===== src/rtl/alu_sequencer_if.sv =====
// Sequencer <-> instruction memory / register file / ALU bus.
// The illegal flag exists only when SEQ_ILLEGAL_TRAP_EN is defined.
interface alu_sequencer_if #(
    parameter int ADDR_W = 8,
    parameter int REG_AW = 6
);
    logic [31:0]       instr;
    logic              instr_valid;
    logic              instr_ready;
    logic [ADDR_W-1:0] pc;
    logic [3:0]        alu_opcode;
    logic              alu_z;
    logic              alu_n;
    logic [REG_AW-1:0] rs_addr;
    logic [REG_AW-1:0] rt_addr;
    logic [REG_AW-1:0] rd_addr;
    logic [31:0]       rs_data;
    logic              reg_we;
    logic              flag_z;
    logic              flag_n;
    logic              halted;
`ifdef SEQ_ILLEGAL_TRAP_EN
    logic              illegal;
`endif

    modport master (
        input  instr, instr_valid, alu_z, alu_n, rs_data,
        output instr_ready, pc, alu_opcode, rs_addr, rt_addr, rd_addr,
               reg_we, flag_z, flag_n, halted
`ifdef SEQ_ILLEGAL_TRAP_EN
        , output illegal
`endif
    );

    modport slave (
        output instr, instr_valid, alu_z, alu_n, rs_data,
        input  instr_ready, pc, alu_opcode, rs_addr, rt_addr, rd_addr,
               reg_we, flag_z, flag_n, halted
`ifdef SEQ_ILLEGAL_TRAP_EN
        , input illegal
`endif
    );
endinterface


===== src/rtl/alu_sequencer.sv =====
// Multi-cycle fetch/decode/execute/writeback sequencer driving the ALU.
// Optional SEQ_ILLEGAL_TRAP_EN: undefined opcodes halt and set a sticky illegal flag.
//
// state  | meaning
// FETCH  | instr_ready high, waiting for instr_valid handshake
// DECODE | register addresses presented, ALU idle
// EXEC   | ALU opcode driven, branches/jumps resolved, flags captured
// WB     | opcode held, reg_we pulse, pc advances
// HALT   | frozen until reset
module alu_sequencer #(
    parameter int ADDR_W = 8,
    parameter int REG_AW = 6
) (
    input  logic           clk,
    input  logic           rst,
    alu_sequencer_if.master bus
);
    typedef enum logic [2:0] {FETCH, DECODE, EXEC, WB, HALT} state_t;

    localparam logic [3:0] OP_NOP  = 4'b0000;
    localparam logic [3:0] OP_ADD  = 4'b0001;
    localparam logic [3:0] OP_INC  = 4'b0101;
    localparam logic [3:0] OP_NOT  = 4'b0110;
    localparam logic [3:0] OP_SUB  = 4'b0111;
    localparam logic [3:0] OP_JMP  = 4'b1000;
    localparam logic [3:0] OP_BRZ  = 4'b1001;
    localparam logic [3:0] OP_BRN  = 4'b1010;
    localparam logic [3:0] OP_HALT = 4'b1111;

    state_t            state;
    logic [3:0]        op;
    logic [ADDR_W-1:0] pc_inc;
    logic [ADDR_W-1:0] target;
    logic              unused_bits;

    assign pc_inc      = bus.pc + ADDR_W'(1);
    assign target      = bus.rs_data[ADDR_W-1:0];
    assign unused_bits = ^{bus.instr[9:0], bus.rs_data[31:ADDR_W]};

    function automatic logic is_alu(input logic [3:0] o);
        return (o == OP_ADD) || (o == OP_SUB) || (o == OP_INC) || (o == OP_NOT);
    endfunction

    always_ff @(posedge clk or posedge rst) begin
        if (rst) begin
            state           <= FETCH;
            op              <= OP_NOP;
            bus.pc          <= '0;
            bus.alu_opcode  <= OP_NOP;
            bus.rs_addr     <= '0;
            bus.rt_addr     <= '0;
            bus.rd_addr     <= '0;
            bus.reg_we      <= 1'b0;
            bus.flag_z      <= 1'b0;
            bus.flag_n      <= 1'b0;
            bus.halted      <= 1'b0;
            bus.instr_ready <= 1'b0;
`ifdef SEQ_ILLEGAL_TRAP_EN
            bus.illegal     <= 1'b0;
`endif
        end else begin
            case (state)
                FETCH: begin
                    if (bus.instr_valid && bus.instr_ready) begin
                        op              <= bus.instr[31:28];
                        bus.rd_addr     <= REG_AW'(bus.instr[27:22]);
                        bus.rs_addr     <= REG_AW'(bus.instr[21:16]);
                        bus.rt_addr     <= REG_AW'(bus.instr[15:10]);
                        bus.instr_ready <= 1'b0;
                        state           <= DECODE;
                    end else begin
                        bus.instr_ready <= 1'b1;
                    end
                end
                DECODE: begin
                    bus.alu_opcode <= is_alu(op) ? op : OP_NOP;
                    state          <= EXEC;
                end
                EXEC: begin
                    // Most opcodes return straight to FETCH; ALU ops and halts override.
                    bus.alu_opcode  <= OP_NOP;
                    bus.instr_ready <= 1'b1;
                    state           <= FETCH;
                    case (op)
                        OP_ADD, OP_SUB, OP_INC, OP_NOT: begin
                            bus.alu_opcode  <= op;
                            bus.flag_z      <= bus.alu_z;
                            bus.flag_n      <= bus.alu_n;
                            bus.reg_we      <= 1'b1;
                            bus.instr_ready <= 1'b0;
                            state           <= WB;
                        end
                        OP_JMP: bus.pc <= target;
                        OP_BRZ: bus.pc <= bus.flag_z ? target : pc_inc;
                        OP_BRN: bus.pc <= bus.flag_n ? target : pc_inc;
                        OP_HALT: begin
                            bus.halted      <= 1'b1;
                            bus.instr_ready <= 1'b0;
                            state           <= HALT;
                        end
                        OP_NOP: bus.pc <= pc_inc;
                        default: begin
`ifdef SEQ_ILLEGAL_TRAP_EN
                            bus.halted      <= 1'b1;
                            bus.illegal     <= 1'b1;
                            bus.instr_ready <= 1'b0;
                            state           <= HALT;
`else
                            bus.pc <= pc_inc;
`endif
                        end
                    endcase
                end
                WB: begin
                    bus.reg_we      <= 1'b0;
                    bus.alu_opcode  <= OP_NOP;
                    bus.pc          <= pc_inc;
                    bus.instr_ready <= 1'b1;
                    state           <= FETCH;
                end
                HALT: begin
                    state <= HALT;
                end
                default: begin
                    state <= FETCH;
                end
            endcase
        end
    end
endmodule


===== src/flat_wrapper.sv =====
// flat-port wrapper written by rule: the top's interface ports become plain ports
module alu_sequencer_flat 
#(
    parameter int ADDR_W = 8,
    parameter int REG_AW = 6
)
  (clk, rst, bus_instr, bus_instr_valid, bus_alu_z, bus_alu_n, bus_rs_data, bus_instr_ready, bus_pc, bus_alu_opcode, bus_rs_addr, bus_rt_addr, bus_rd_addr, bus_reg_we, bus_flag_z, bus_flag_n, bus_halted);
  alu_sequencer_if #(.ADDR_W(ADDR_W), .REG_AW(REG_AW)) bus_i ();
  input  logic clk;
  input  logic rst;
  input wire logic [$bits(bus_i.instr)-1:0] bus_instr;
  input wire logic [$bits(bus_i.instr_valid)-1:0] bus_instr_valid;
  input wire logic [$bits(bus_i.alu_z)-1:0] bus_alu_z;
  input wire logic [$bits(bus_i.alu_n)-1:0] bus_alu_n;
  input wire logic [$bits(bus_i.rs_data)-1:0] bus_rs_data;
  output wire logic [$bits(bus_i.instr_ready)-1:0] bus_instr_ready;
  output wire logic [$bits(bus_i.pc)-1:0] bus_pc;
  output wire logic [$bits(bus_i.alu_opcode)-1:0] bus_alu_opcode;
  output wire logic [$bits(bus_i.rs_addr)-1:0] bus_rs_addr;
  output wire logic [$bits(bus_i.rt_addr)-1:0] bus_rt_addr;
  output wire logic [$bits(bus_i.rd_addr)-1:0] bus_rd_addr;
  output wire logic [$bits(bus_i.reg_we)-1:0] bus_reg_we;
  output wire logic [$bits(bus_i.flag_z)-1:0] bus_flag_z;
  output wire logic [$bits(bus_i.flag_n)-1:0] bus_flag_n;
  output wire logic [$bits(bus_i.halted)-1:0] bus_halted;
  assign bus_i.instr = bus_instr;
  assign bus_i.instr_valid = bus_instr_valid;
  assign bus_i.alu_z = bus_alu_z;
  assign bus_i.alu_n = bus_alu_n;
  assign bus_i.rs_data = bus_rs_data;
  assign bus_instr_ready = bus_i.instr_ready;
  assign bus_pc = bus_i.pc;
  assign bus_alu_opcode = bus_i.alu_opcode;
  assign bus_rs_addr = bus_i.rs_addr;
  assign bus_rt_addr = bus_i.rt_addr;
  assign bus_rd_addr = bus_i.rd_addr;
  assign bus_reg_we = bus_i.reg_we;
  assign bus_flag_z = bus_i.flag_z;
  assign bus_flag_n = bus_i.flag_n;
  assign bus_halted = bus_i.halted;
  alu_sequencer #(.ADDR_W(ADDR_W), .REG_AW(REG_AW)) u_core (.clk(clk), .rst(rst), .bus(bus_i));
endmodule

===== config.mk =====
export PLATFORM = sky130hd
export DESIGN_NAME = alu_sequencer_flat
export DESIGN_NICKNAME = d
export VERILOG_FILES = /design/src/rtl/alu_sequencer_if.sv /design/src/rtl/alu_sequencer.sv /design/src/flat_wrapper.sv
export SDC_FILE = /design/constraint.sdc
export NUM_CORES = 1
export LEC_CHECK = 0
export ABC_AREA = 1
export CORE_ASPECT_RATIO = 1.2
export CORE_UTILIZATION = 43
export DETAILED_ROUTE_END_ITERATION = 10
export GPL_ROUTABILITY_DRIVEN = 0
export PLACE_DENSITY = 0.85
export SLEW_MARGIN = 20
export SYNTH_ARGS = -nofsm -noshare
export SYNTH_HDL_FRONTEND = slang
export SYNTH_SLANG_ARGS = --single-unit

===== constraint.sdc =====
create_clock -name clk -period 2.4 [get_ports clk]
set_input_delay 0.24 -clock clk [delete_from_list [all_inputs] [get_ports clk]]
set_output_delay 0.24 -clock clk [all_outputs]
set_load 0.02 [all_outputs]

# Yosys cells after proc, flatten, opt, wreduce, memory -nomap -nowiden
# Index checks and enable logic that the tools add are counted.
[totals] output_inout_bits=35 ff_bits=42 in_bits=69
[op_classes] addsub=1 mux=15 eq_ne=15 reduce_logical=15
[op_table] cell="case mux 8 bit (4 select lines)" n=1
[op_table] cell="== test 4 bit, second input constant" n=4
[op_table] cell="two-way mux 8 bit" n=2
[op_table] cell="case mux 8 bit (2 select lines)" n=1
[op_table] cell="== test 4 x 3 -> 1 bit, second input constant" n=3
[op_table] cell="case mux 3 bit (4 select lines)" n=1
[op_table] cell="case mux 4 bit (3 select lines)" n=1
[op_table] cell="AND reduction 2 bit" n=5
[op_table] cell="adder 8 x 1 -> 8 bit, second input constant" n=1
[op_table] cell="two-way mux 4 bit" n=2
[op_table] cell="== test 3 x 2 -> 1 bit, second input constant" n=2
[op_table] cell="case mux 3 bit (2 select lines)" n=1
[op_table] cell="nonzero test 3 bit" n=2
[op_table] cell="OR reduction 5 bit" n=1
[op_table] cell="== test 4 x 1 -> 1 bit, second input constant" n=1
[op_table] cell="!= test 2 x 1 -> 1 bit, second input constant" n=2
[op_table] cell="OR reduction 4 bit" n=1
[op_table] cell="== test 3 x 1 -> 1 bit, second input constant" n=1
[op_table] cell="== test 3 bit, second input constant" n=1
[op_table] cell="logical NOT 3 bit" n=1
[op_table] cell="logical OR 1 bit" n=3
[op_table] cell="two-way mux 1 bit" n=3
[op_table] cell="two-way mux 3 bit" n=1
[op_table] cell="case mux 1 bit (3 select lines)" n=1
[op_table] cell="4 further kinds" n=4

# Depth between registers and ports, before layout
[depth] ltp_word=6 mapped_depth=10 ltp_nobuf=10

# Worst setup path before layout
# OpenSTA, ideal clock, no wires.
[synth_timing] path_kind="flip-flop to flip-flop" from="register u_core.state[1]" to="register u_core.bus.rd_addr[4]" required_ps=2275 stages_incl_launch_ff=7 slack_ps=1062 arrival_ps=1212 setup_ps=125 period_less_slack_ps=1338 path_cell_list="dfrtp_1 -> inv_1 -> nand2_2 -> nor2_4 -> nand2_4 -> buf_6 -> mux2_4"
[synth_via] elab_chain_cells=2
[synth_lines] item="start: declaration" line_no="alu_sequencer.sv:30" rtl="state_t state;"
[synth_lines] item="start signal: assignment" line_no="alu_sequencer.sv:46" rtl="state <= FETCH;"
[synth_lines] item="start signal: assignment" line_no="alu_sequencer.sv:70" rtl="state <= DECODE;"
[synth_lines] item="start signal: assignment" line_no="alu_sequencer.sv:77" rtl="state <= EXEC;"
[synth_lines] item="logical NOT 3 bit" line_no="alu_sequencer.sv:62" rtl="case (state)"
[synth_lines] item="AND reduction 2 bit (no source line)"
[synth_lines] item="end signal: assignment" line_no="alu_sequencer.sv:66" rtl="bus.rd_addr <= REG_AW'(bus.instr[27:22]);"
[synth_lines] item="end: declaration" line_no="alu_sequencer_if.sv:28" rtl="output instr_ready, pc, alu_opcode, rs_addr, rt_addr, rd_addr,"
# Every way passes these cells.
# A chain may end at the register's enable or synchronous reset.

# Worst setup path after layout
[layout_timing] from="register u_core.bus.pc[2]" to="output bus_pc[2]"
[layout_lines] item="start: declaration" line_no="alu_sequencer_if.sv:28"
[layout_lines] item="start signal: assignment" line_no="alu_sequencer.sv:93" rtl="OP_JMP: bus.pc <= target;"
[layout_lines] item="start signal: assignment" line_no="alu_sequencer.sv:94" rtl="OP_BRZ: bus.pc <= bus.flag_z ? target : pc_inc;"
[layout_lines] item="start signal: assignment" line_no="alu_sequencer.sv:95" rtl="OP_BRN: bus.pc <= bus.flag_n ? target : pc_inc;"
[layout_lines] item="end: declaration" line_no="flat_wrapper.sv:17" rtl="output wire logic [$bits(bus_i.pc)-1:0] bus_pc;"
# No word-level cell between the ends.

==> impl_metrics.csv <==
group,metric,value,unit
status,status,"completed",
route,wl_per_cell,12.61,um
global_route,grt_overflow,0,
cts,path_clk_slew,0.08,ns
pwr,totalPowerFinal,3.950,mW
worst_setup_path,path_class,"register to primary output",
finish,antenna_cells,0,
pwr,p_seq_share,33.1,%
pwr,p_int,2.313,mW
yosys,yosys_warnings,0,
pwr,p_sw_share,41.46,%
min_path,min_path_type,"primary input to async pin",
yosys,ys_seq_area_share,49.94,%
timing,finClkSkew,0.007938,ns
worst_setup_path,crit_arrival,1.39,ns
pwr,p_clk_share,14.0,%
route,ant_nets,0,
cts,clockBufferDepth,2,
worst_setup_path,crit_required,2.16,ns
floorplanning,io_pins,104,
pwr,power_density,1333,nW/um^2
floorplanning,fp.dieH,78.64,um
floorplanning,start_util,45.14,%
worst_setup_path,cp_slowest_stage_delay,0.64,ns
yosys,netlist_area,2105,um^2
timing,worstMarginPinSlew,0.5289,ns
cts,hold_buffers,0,
placed_design,place_hpwl,3400,um
floorplanning,dieArea,5179,um^2
route,wirelength,4665,um
yosys,synth_top_cell_area_share,49.94,%
timing,slew_headroom,64.74,%
yosys,synth_area_leaders,"dfrtp_1 50%, nand2_1 12%, mux2_2 5.4%",
global_route,grt_pass1_wl,7852,um
worst_setup_path,path_buf_inv,1,
timing,tns,0,ns
finish,areaGrowthSynthToFinish,40.78,%
timing,setup_viol,0,
timing,fmax,612.6,MHz
global_route,first_global_vias,1883,
yosys,netlist_instances,236,
route,first_pass_iters,4,
pwr,power_leakage,1.442,nW
global_route,antenna_found_initial,0,
global_route,grt_max_degree,43,
route,drtIter0Drc,93,
worst_setup_path,crit_slowest_cell,"clkdlybuf4s50_1",
floorplanning,coreArea,4662,um^2
yosys,synth_area_per_cell,8.917,um^2
cts,worstSkewPairLatency,0.29,ns
cts,numCtsBuffers,5,
timing,rsz0062_at_grt,"no",
route,drc,0,
pwr,irDropWorstVdd,748.5,uV
yosys,yosys.area.top_type,"dfrtp_1",
timing,fin_crit,1.632,ns
finish,drive_gt1_share,12.18,%
timing,hold_violations,0,
placed_design,portBuffers,69,
yosys,ys_seq_elements,42,
finish,fin_area,2963,um^2
cts,cts_resized,0,
yosys,synth_nets,306,
cts,root_buffer,"clkbuf_8",
global_route,grt_usage,19.82,%
placed_design,place_area,2853,um^2
worst_setup_path,crit_path_start_kind,"register",
placed_design,place_ws,0.7921,ns
timing,timing.final.crit_share,68.01,%
timing,hold_ws,0.3742,ns
cts,cts_sinks,42,
cts,cts_tree,"yes",
pwr,switchingPower,1.638,mW
worst_setup_path,crit_chain,"clkdlybuf4s50_1",
worst_setup_path,critPathTopFamily,"buffers and inverters",
timing,finalWorstSetupSlack,0.7677,ns
finish,nets,381,
floorplanning,fp-row-count,27,
yosys,synth_cell_types,22,
route,viasPerCell,4.938,
run,maxCapViolations,0,
route,num_vias,1827,
worst_setup_path,path_max_fanout,6,
timing,drv_slew,0,
worst_setup_path,cp-end-kind,"primary output",
floorplanning,die_w,65.87,um
cts,ctsHtreeMaxLevel,2,
pwr,p_comb_share,52.9,%
cts,postCtsSetupRepairBufs,0,
stage by stage:
| stage | instances | utilization (%) |
|---|---|---|
| finish | 370 | 63.55 |
| global route | 370 | 63.55 |
| CTS | 370 | 63.55 |
| detailed placement | 362 | 61.19 |
| global placement | 362 | 61.19 |
| floorplan | 236 | - |
path summary, 6_finish.rpt:
check / start / to / slack (ns) / depth (start not counted)
max: u_core.bus.pc[2] / bus_pc[2] / 0.77 / 1
min: rst / u_core.bus.rd_addr[4] / 0.37 / 3
max reg2reg: u_core.op[0] / u_core.bus.instr_ready / 0.88 / 9
min reg2reg: u_core.bus.halted / u_core.bus.halted / 0.48 / 2
max in group asynchronous: rst / u_core.bus.rd_addr[1] / 1.66 / 3
min in group clk: u_core.bus.halted / u_core.bus.halted / 0.48 / 2
metal layers:
layer	vias up	wire length (um)	global-route usage, %
met1	863	1909	22.77
met4	0	53	7.826
met5	-	0	0
met2	58	2461	34.49
li1	902	-	-
met3	4	241	4.942
flip-flops by register name, indices dropped and copies added, names as in the netlist:
signal                  count
u_core.bus.rd_addr          6
u_core.bus.instr_ready      1
u_core.bus.flag_n           1
u_core.bus.rt_addr          6
u_core.bus.alu_opcode       4
u_core.bus.reg_we           1
u_core.state                3
u_core.op                   4
u_core.bus.pc               8
u_core.bus.rs_addr          6
u_core.bus.flag_z           1
u_core.bus.halted           1
cell usage in the layout, fill, tap and decap left out:
cell,instances
nor2_4,3
nand4_1,3
nor2_2,1
mux2_1,3
clkinvlp_4,1
dfrtp_1,42
nand2_4,4
xor2_1,2
clkdlybuf4s50_1,69
o21ai_1,1
nor2_1,20
clkinv_1,1
nand2_1,67
buf_4,1
clkbuf_8,5
a21boi_0,1
o21ai_0,7
a21oi_1,10
bufinv_16,1
inv_2,4
ha_1,1
inv_1,23
xnor2_1,1
mux2_2,10
mux2_4,6
nand3_1,22
clkbuf_1,1
nand2_2,2
worst min-delay path: stages:
cell and delay, ns:
clkdlybuf4s50_1 0.40, clkinv_1 0.04, buf_4 0.44
cell families after synthesis:
| group | Yosys count | synth area share, % |
|---|---|---|
| flip-flops | 42 | 49.94 |
| XOR/XNOR | 3 | 1.249 |
| multiplexers | 19 | 11.24 |
| AND/OR/NAND/NOR | 122 | 26.28 |
| buffers and inverters | 30 | 6.064 |
| adder cells (fa/ha/maj) | 1 | 0.5944 |
| AO/OA/AOI/OAI | 19 | 4.637 |
layout make-up:
cell class / count / area [um^2]
flip-flops and latches: 42 / 1051
clock inverters: 2 / 37.54
inverters: 28 / 105.1
well taps: 58 / 72.57
multi-input cells: 164 / 925.9
fillers: 416 / 1699
clock buffers: 6 / 72.57
repair buffers: 70 / 698.2
power groups by stage:
stage	Combinational, mW	Sequential (mW)	Clock (mW)
2_1_floorplan	0.996	1.61	0
5_1_grt	2.28	1.36	0.597
3_5_place_dp	2.09	1.32	0
6_report	2.09	1.31	0.553
4_1_cts	2.11	1.31	0.569
3_3_place_gp	2.04	1.31	0
synthesized netlist by cell type (all sizes together):
library cell	number
ha	1
a21oi	10
nand2	73
dfrtp	42
inv	28
xor2	2
a21boi	1
mux2	19
nand3	22
buf	2
nand4	3
nor2	24
o21ai	8
xnor2	1
Power figures use the tool's default switching activity.
